<file path="src/rtl/gpio_pkg.sv">
// gpio_pkg: shared constants for the memory-mapped GPIO responder.
//   Register offsets inside the 32-byte window.
//   Bus-handshake FSM state encoding.
package gpio_pkg;

  localparam logic [4:0] OFF_OUT  = 5'h00;
  localparam logic [4:0] OFF_IN   = 5'h04;
  localparam logic [4:0] OFF_STAT = 5'h08;
  localparam logic [4:0] OFF_MASK = 5'h0C;
  localparam logic [4:0] OFF_TGL  = 5'h10;

  typedef enum logic [1:0] {
    ST_IDLE = 2'd0,
    ST_RESP = 2'd1,
    ST_WAIT = 2'd2
  } state_t;

endpackage

</file>
<file path="src/rtl/gpio_sync_edge.sv">
// gpio_sync_edge: two-flop synchroniser for asynchronous pin inputs, followed
// by one delay flop used to detect rising edges of the synchronised value.
// Ports:
//   clk     in   1           posedge clock
//   reset   in   1           synchronous, active-high; clears all flops
//   d       in   GPIO_WIDTH  asynchronous pin inputs
//   q_sync  out  GPIO_WIDTH  synchronised inputs (2 edges after a change on d)
//   rise    out  GPIO_WIDTH  one-cycle pulse per bit on a 0->1 of q_sync
module gpio_sync_edge #(
  parameter int GPIO_WIDTH = 8
) (
  input  logic                  clk,
  input  logic                  reset,
  input  logic [GPIO_WIDTH-1:0] d,
  output logic [GPIO_WIDTH-1:0] q_sync,
  output logic [GPIO_WIDTH-1:0] rise
);

  logic [GPIO_WIDTH-1:0] r_s1;
  logic [GPIO_WIDTH-1:0] r_s2;
  logic [GPIO_WIDTH-1:0] r_s3;

  always_ff @(posedge clk) begin
    if (reset) begin
      r_s1 <= '0;
      r_s2 <= '0;
      r_s3 <= '0;
    end else begin
      r_s1 <= d;
      r_s2 <= r_s1;
      r_s3 <= r_s2;
    end
  end

  assign q_sync = r_s2;
  // A held-high level gives s2 == s3, so only the first cycle after a 0->1 pulses.
  assign rise   = r_s2 & ~r_s3;

endmodule

</file>
<file path="src/rtl/gpio_mmio_responder.sv">
// gpio_mmio_responder: memory-mapped GPIO peripheral on the core data bus.
// Decodes a 32-byte window at BASE_ADDR, drives gpio_out, captures rising edges
// of the synchronised gpio_in into a sticky W1C status register and raises a
// registered level interrupt from the masked status.
// Ports:
//   clk        in   1           posedge clock
//   reset      in   1           synchronous, active-high
//   bus_req    in   1           request valid, held until bus_ack
//   bus_we     in   1           1 = store, 0 = load
//   bus_addr   in   32          byte address
//   bus_wdata  in   32          store data (low GPIO_WIDTH bits used)
//   bus_rdata  out  32          load data in the ack cycle, 0 otherwise
//   bus_ack    out  1           one-cycle response pulse
//   bus_err    out  1           misaligned access, qualifies bus_ack
//   gpio_in    in   GPIO_WIDTH  asynchronous pin inputs
//   gpio_out   out  GPIO_WIDTH  registered pin outputs
//   irq        out  1           registered |(EDGE_STAT & EDGE_MASK)
module gpio_mmio_responder
  import gpio_pkg::*;
#(
  parameter logic [31:0]           BASE_ADDR  = 32'h1001_0000,
  parameter int                    GPIO_WIDTH = 8,
  parameter logic [GPIO_WIDTH-1:0] RESET_OUT  = '0
) (
  input  logic                  clk,
  input  logic                  reset,
  input  logic                  bus_req,
  input  logic                  bus_we,
  input  logic [31:0]           bus_addr,
  input  logic [31:0]           bus_wdata,
  output logic [31:0]           bus_rdata,
  output logic                  bus_ack,
  output logic                  bus_err,
  input  logic [GPIO_WIDTH-1:0] gpio_in,
  output logic [GPIO_WIDTH-1:0] gpio_out,
  output logic                  irq
);

  state_t                r_state;
  state_t                w_state_next;
  logic                  w_sel;
  logic                  w_accept;
  logic                  w_misal;
  logic                  w_wr;
  logic [4:0]            w_off;
  logic [GPIO_WIDTH-1:0] w_wdata;
  logic [GPIO_WIDTH-1:0] w_in_sync;
  logic [GPIO_WIDTH-1:0] w_rise;
  logic [GPIO_WIDTH-1:0] w_clr;
  logic [31:0]           w_rd_data;
  logic                  w_unused_wdata;

  logic [GPIO_WIDTH-1:0] r_out;
  logic [GPIO_WIDTH-1:0] r_stat;
  logic [GPIO_WIDTH-1:0] r_mask;
  logic [31:0]           r_rdata;
  logic                  r_err;
  logic                  r_irq;

  gpio_sync_edge #(
    .GPIO_WIDTH(GPIO_WIDTH)
  ) u_sync (
    .clk    (clk),
    .reset  (reset),
    .d      (gpio_in),
    .q_sync (w_in_sync),
    .rise   (w_rise)
  );

  // Decode: the access itself happens on the edge that moves IDLE -> RESP.
  assign w_sel    = bus_req & (bus_addr[31:5] == BASE_ADDR[31:5]);
  assign w_accept = (r_state == ST_IDLE) & w_sel;
  assign w_misal  = |bus_addr[1:0];
  assign w_off    = bus_addr[4:0];
  assign w_wdata  = bus_wdata[GPIO_WIDTH-1:0];
  assign w_wr     = w_accept & bus_we & ~w_misal;
  assign w_clr    = (w_wr && (w_off == OFF_STAT)) ? w_wdata : '0;

  // Only the low GPIO_WIDTH bits of store data matter.
  assign w_unused_wdata = ^bus_wdata;

  always_comb begin
    w_rd_data = '0;
    case (w_off)
      OFF_OUT:  w_rd_data = 32'(r_out);
      OFF_IN:   w_rd_data = 32'(w_in_sync);
      OFF_STAT: w_rd_data = 32'(r_stat);
      OFF_MASK: w_rd_data = 32'(r_mask);
      default:  w_rd_data = '0;
    endcase
  end

  // WAIT swallows a request still held high in the ack cycle.
  always_comb begin
    w_state_next = r_state;
    case (r_state)
      ST_IDLE: if (w_sel) w_state_next = ST_RESP;
      ST_RESP: w_state_next = ST_WAIT;
      ST_WAIT: w_state_next = ST_IDLE;
      default: w_state_next = ST_IDLE;
    endcase
  end

  always_ff @(posedge clk) begin
    if (reset) begin
      r_state <= ST_IDLE;
      r_out   <= RESET_OUT;
      r_stat  <= '0;
      r_mask  <= '0;
      r_rdata <= '0;
      r_err   <= 1'b0;
      r_irq   <= 1'b0;
    end else begin
      r_state <= w_state_next;
      if (w_accept) begin
        r_rdata <= (!bus_we && !w_misal) ? w_rd_data : '0;
        r_err   <= w_misal;
      end
      if (w_wr && (w_off == OFF_OUT)) begin
        r_out <= w_wdata;
      end else if (w_wr && (w_off == OFF_TGL)) begin
        r_out <= r_out ^ w_wdata;
      end
      if (w_wr && (w_off == OFF_MASK)) begin
        r_mask <= w_wdata;
      end
      // A rise in the same cycle as a W1C on that bit keeps the flag set.
      r_stat <= (r_stat & ~w_clr) | w_rise;
      r_irq  <= |(r_stat & r_mask);
    end
  end

  // Reset during the RESP cycle suppresses the response.
  assign bus_ack   = (r_state == ST_RESP) & ~reset;
  assign bus_err   = bus_ack & r_err;
  assign bus_rdata = bus_ack ? r_rdata : '0;
  assign gpio_out  = r_out;
  assign irq       = r_irq;

endmodule
</file>
<file path="config.mk">
export PLATFORM = sky130hd
export DESIGN_NAME = gpio_mmio_responder
export DESIGN_NICKNAME = d
export VERILOG_FILES = /design/src/rtl/gpio_pkg.sv /design/src/rtl/gpio_sync_edge.sv /design/src/rtl/gpio_mmio_responder.sv
export SDC_FILE = /design/constraint.sdc
export NUM_CORES = 1
export LEC_CHECK = 0
export ABC_AREA = 1
export BUFFER_PORTS_ARGS = -buffer_cell sky130_fd_sc_hd__buf_2
export CAP_MARGIN = 20
export CORE_MARGIN = 4
export CORE_UTILIZATION = 45
export DETAILED_ROUTE_END_ITERATION = 8
export PLACE_DENSITY_LB_ADDON = 0.25
export SYNTH_ARGS = -nofsm -noshare
export SYNTH_HDL_FRONTEND = slang
export SYNTH_HIERARCHICAL = 1
export SYNTH_SLANG_ARGS = --single-unit
</file>
<file path="constraint.sdc">
create_clock -name clk -period 1.5 [get_ports clk]
set_input_delay 0.15 -clock clk [delete_from_list [all_inputs] [get_ports clk]]
set_output_delay 0.15 -clock clk [all_outputs]
set_load 0.005 [all_outputs]
</file>
==> flow_summary.json <==
{
  "drive_above_1_share_pct": 21.2,
  "max_cap_viol_count": 0,
  "final_cell_mix": "nor2_1, nand2_1, buf_2, inv_1, dfxtp_1",
  "skew_ns": 0.00662,
  "area_delta_synth_final_pct": 23.0,
  "firstDrtPassIters": 4,
  "h-tree-depth": 3,
  "crit_type": "flip-flop to output port",
  "tightestPinTransition_ns": 0.532,
  "ant_nets": 0,
  "root_buffer": "clkbuf_8",
  "antenna_found_initial": 0,
  "rsz0062_at_grt": "yes",
  "dp_hpwl_um": 5250,
  "drt_iter0_drc": 176,
  "grt_overflow_total": 0,
  "drcViolationCount": 0,
  "relSlewSlack_pct": 64.3,
  "row_count": 29,
  "numCtsBuffers": 9,
  "syn_area_um2": 3000,
  "synth_area_leaders": "dfxtp_1, nor2_1, nand2_1",
  "cts_tree": "built",
  "insertion_delay_ns": 0.34,
  "clkTransAtPathRegs_ns": 0.07,
  "wl_um": 7080,
  "synth-xor-area-share_pct": 0,
  "outcome": "completed",
  "initial_core_util_pct": 46.7,
  "dieArea_um2": 8040,
  "die_width_um": 89.7,
  "fin_crit_ns": 1.49,
  "nets": 623,
  "io_pins": 119,
  "maxSlewViolCount": 0,
  "design.core.area_um2": 6420,
  "fp.dieH_um": 89.7,
  "cp_data_required_time_ns": 1.35,
  "utilization_pct": 57.5,
  "clock-sinks": 60,
  "cp.arrival_ns": 1.34,
  "end_kind": "output port",
  "setup_viol": 0,
  "grt_max_degree": 44,
  "fin_crit_sh_pct": 99.5,
  "yosys.area_share.simple_pct": 37.2,
  "vdd_drop_max_mv": 0.820,
  "avgSynthCellArea_um2": 6.51,
  "num_antenna_cells": 0,
  "gp_congestion": 0.828,
  "p_leak_nw": 1.79,
  "p_per_area_nw_per_um2": 903,
  "synth_top_family_by_area": "simple AND/OR/NAND/NOR gates",
  "yosysWarningCount": 6,
  "grt_pass1_wl_um": 11100,
  "ys_ff_latch": 60,
  "path_max_fanout": 4,
  "vias_per_cell": 4.63,
  "grt_usage_pct": 17.9,
  "fin_area_um2": 3690,
  "portBuffers": 70,
  "start_kind": "flip-flop",
  "synth_mux_area_share_pct": 0,
  "wl_per_cell_um": 11.3,
  "finalHoldViolations": 0,
  "synth_compound_area_share_pct": 5.38,
  "via_count": 2915,
  "clock_path_buffers": 2,
  "placed_cell_area_um2": 3350,
  "grt_pass1_vias": 2557,
  "layout_commonest_cell": "nor2_1",
  "synth_largest_area_cell": "dfxtp_1",
  "synth_cell_types": 25,
  "yosysTopAreaCellShare_pct": 40.0,
  "synth_adder_area_share_pct": 0,
  "syn_inst": 461,
  "seq_area_frac_synth_pct": 40.0,
  "clock.fmax_mhz": 670,
  "min-delay-path-class": "input port to flip-flop"
}
-- power breakdown --
part	total (mW)	internal [mW]	leakage, nW	switching [mW]
combinational	0.242	0.0961	1.21	0.146
clock	1.44	0.773	0.0958	0.667
sequential	1.65	1.63	0.489	0.0190
total	3.33	2.50	1.79	0.832
-- cell families (layout without fill, tap and decap cells) --
group                  after synthesis  count (layout)
buffers and inverters              104             172
AO/OA/AOI/OAI                       30              30
AND/OR/NAND/NOR                    266             266
other                                1              24
flip-flops                          60              60
-- registers in the layout (all words and copies together) (netlist names) --
| register | flops |
|---|---|
| gpio_out | 8 |
| irq | 1 |
| r_err | 1 |
| r_mask | 8 |
| r_rdata | 8 |
| r_stat | 8 |
| r_state | 2 |
| u_sync/q_sync | 8 |
| u_sync/r_s1 | 8 |
| u_sync/r_s3 | 8 |
-- timing repair --
action                     CTS  global route
pin swaps                    1            11
setup buffers                1             4
setup endpoints to repair   14            40
hold buffers                 3             0
gates resized for setup      6            12
hold endpoints to repair     3             0
cloned                       0             2
-- critical path, stage by stage, from the launching register on --
cell and delay, ns:
dfxtp_1 0.32, inv_2 0.06, nor3_4 0.25, buf_6 0.14
inv_2 0.05, nor2_1 0.07, buf_2 0.11
-- metrics by stage --
stage          hold slack, ns  setup TNS [ns]  setup WS [ns]  power, mW  cells
2_1_floorplan           0.221               0          0.173       1.85    484
3_3_place_gp            0.347               0         0.0232       1.91    603
3_5_place_dp            0.356         -0.0112       -0.00635       1.92    603
4_1_cts               0.00165               0        0.00168       3.35    623
5_1_grt               0.00242           -1.22        -0.0851       3.48    629
6_report               0.0106               0        0.00686       3.33    629
-- per-layer routing --
layer / global-route usage [%] / vias to the layer above / part of all wire [%]
li1: - / 1522 / -
met1: 22.3 / 1292 / 44
met2: 30.3 / 93 / 48
met3: 6.11 / 8 / 7.0
met4: 3.65 / 0 / 1.0
met5: 0 / - / 0
-- worst paths after layout --
path	startpoint	depth (start not counted)	endpoint	slack, ns
worst max register to register	r_state[1]	10	gpio_out[0]	0.04
worst max-delay path	r_state[0]	6	bus_rdata[6]	0.007
worst min-delay path	gpio_in[3]	3	u_sync/r_s1[3]	0.01
worst min register to register	u_sync/r_s1[4]	2	u_sync/q_sync[4]	0.40
-- area by class of cell --
class | count | area [um2]
inverters | 70 | 265
multi-input cells | 320 | 1400
repair inverters | 1 | 3.75
repair buffers | 85 | 524
fillers | 649 | 2730
well taps | 77 | 96.3
clock buffers | 9 | 124
clock inverters | 7 | 76.3
flip-flops and latches | 60 | 1200
-- synthesized netlist by cell type, drive strengths merged --
master  instances
nor2          152
nand3b          2
a221oi          2
buf            32
o21ai          17
dfxtp          60
clkbuf          2
nand2          85
nand3           5
conb            1
nand4          16
a22o            1
a21oi          10
inv            68
clkinv          2
nor3            6
Power figures use the tool's default switching activity.
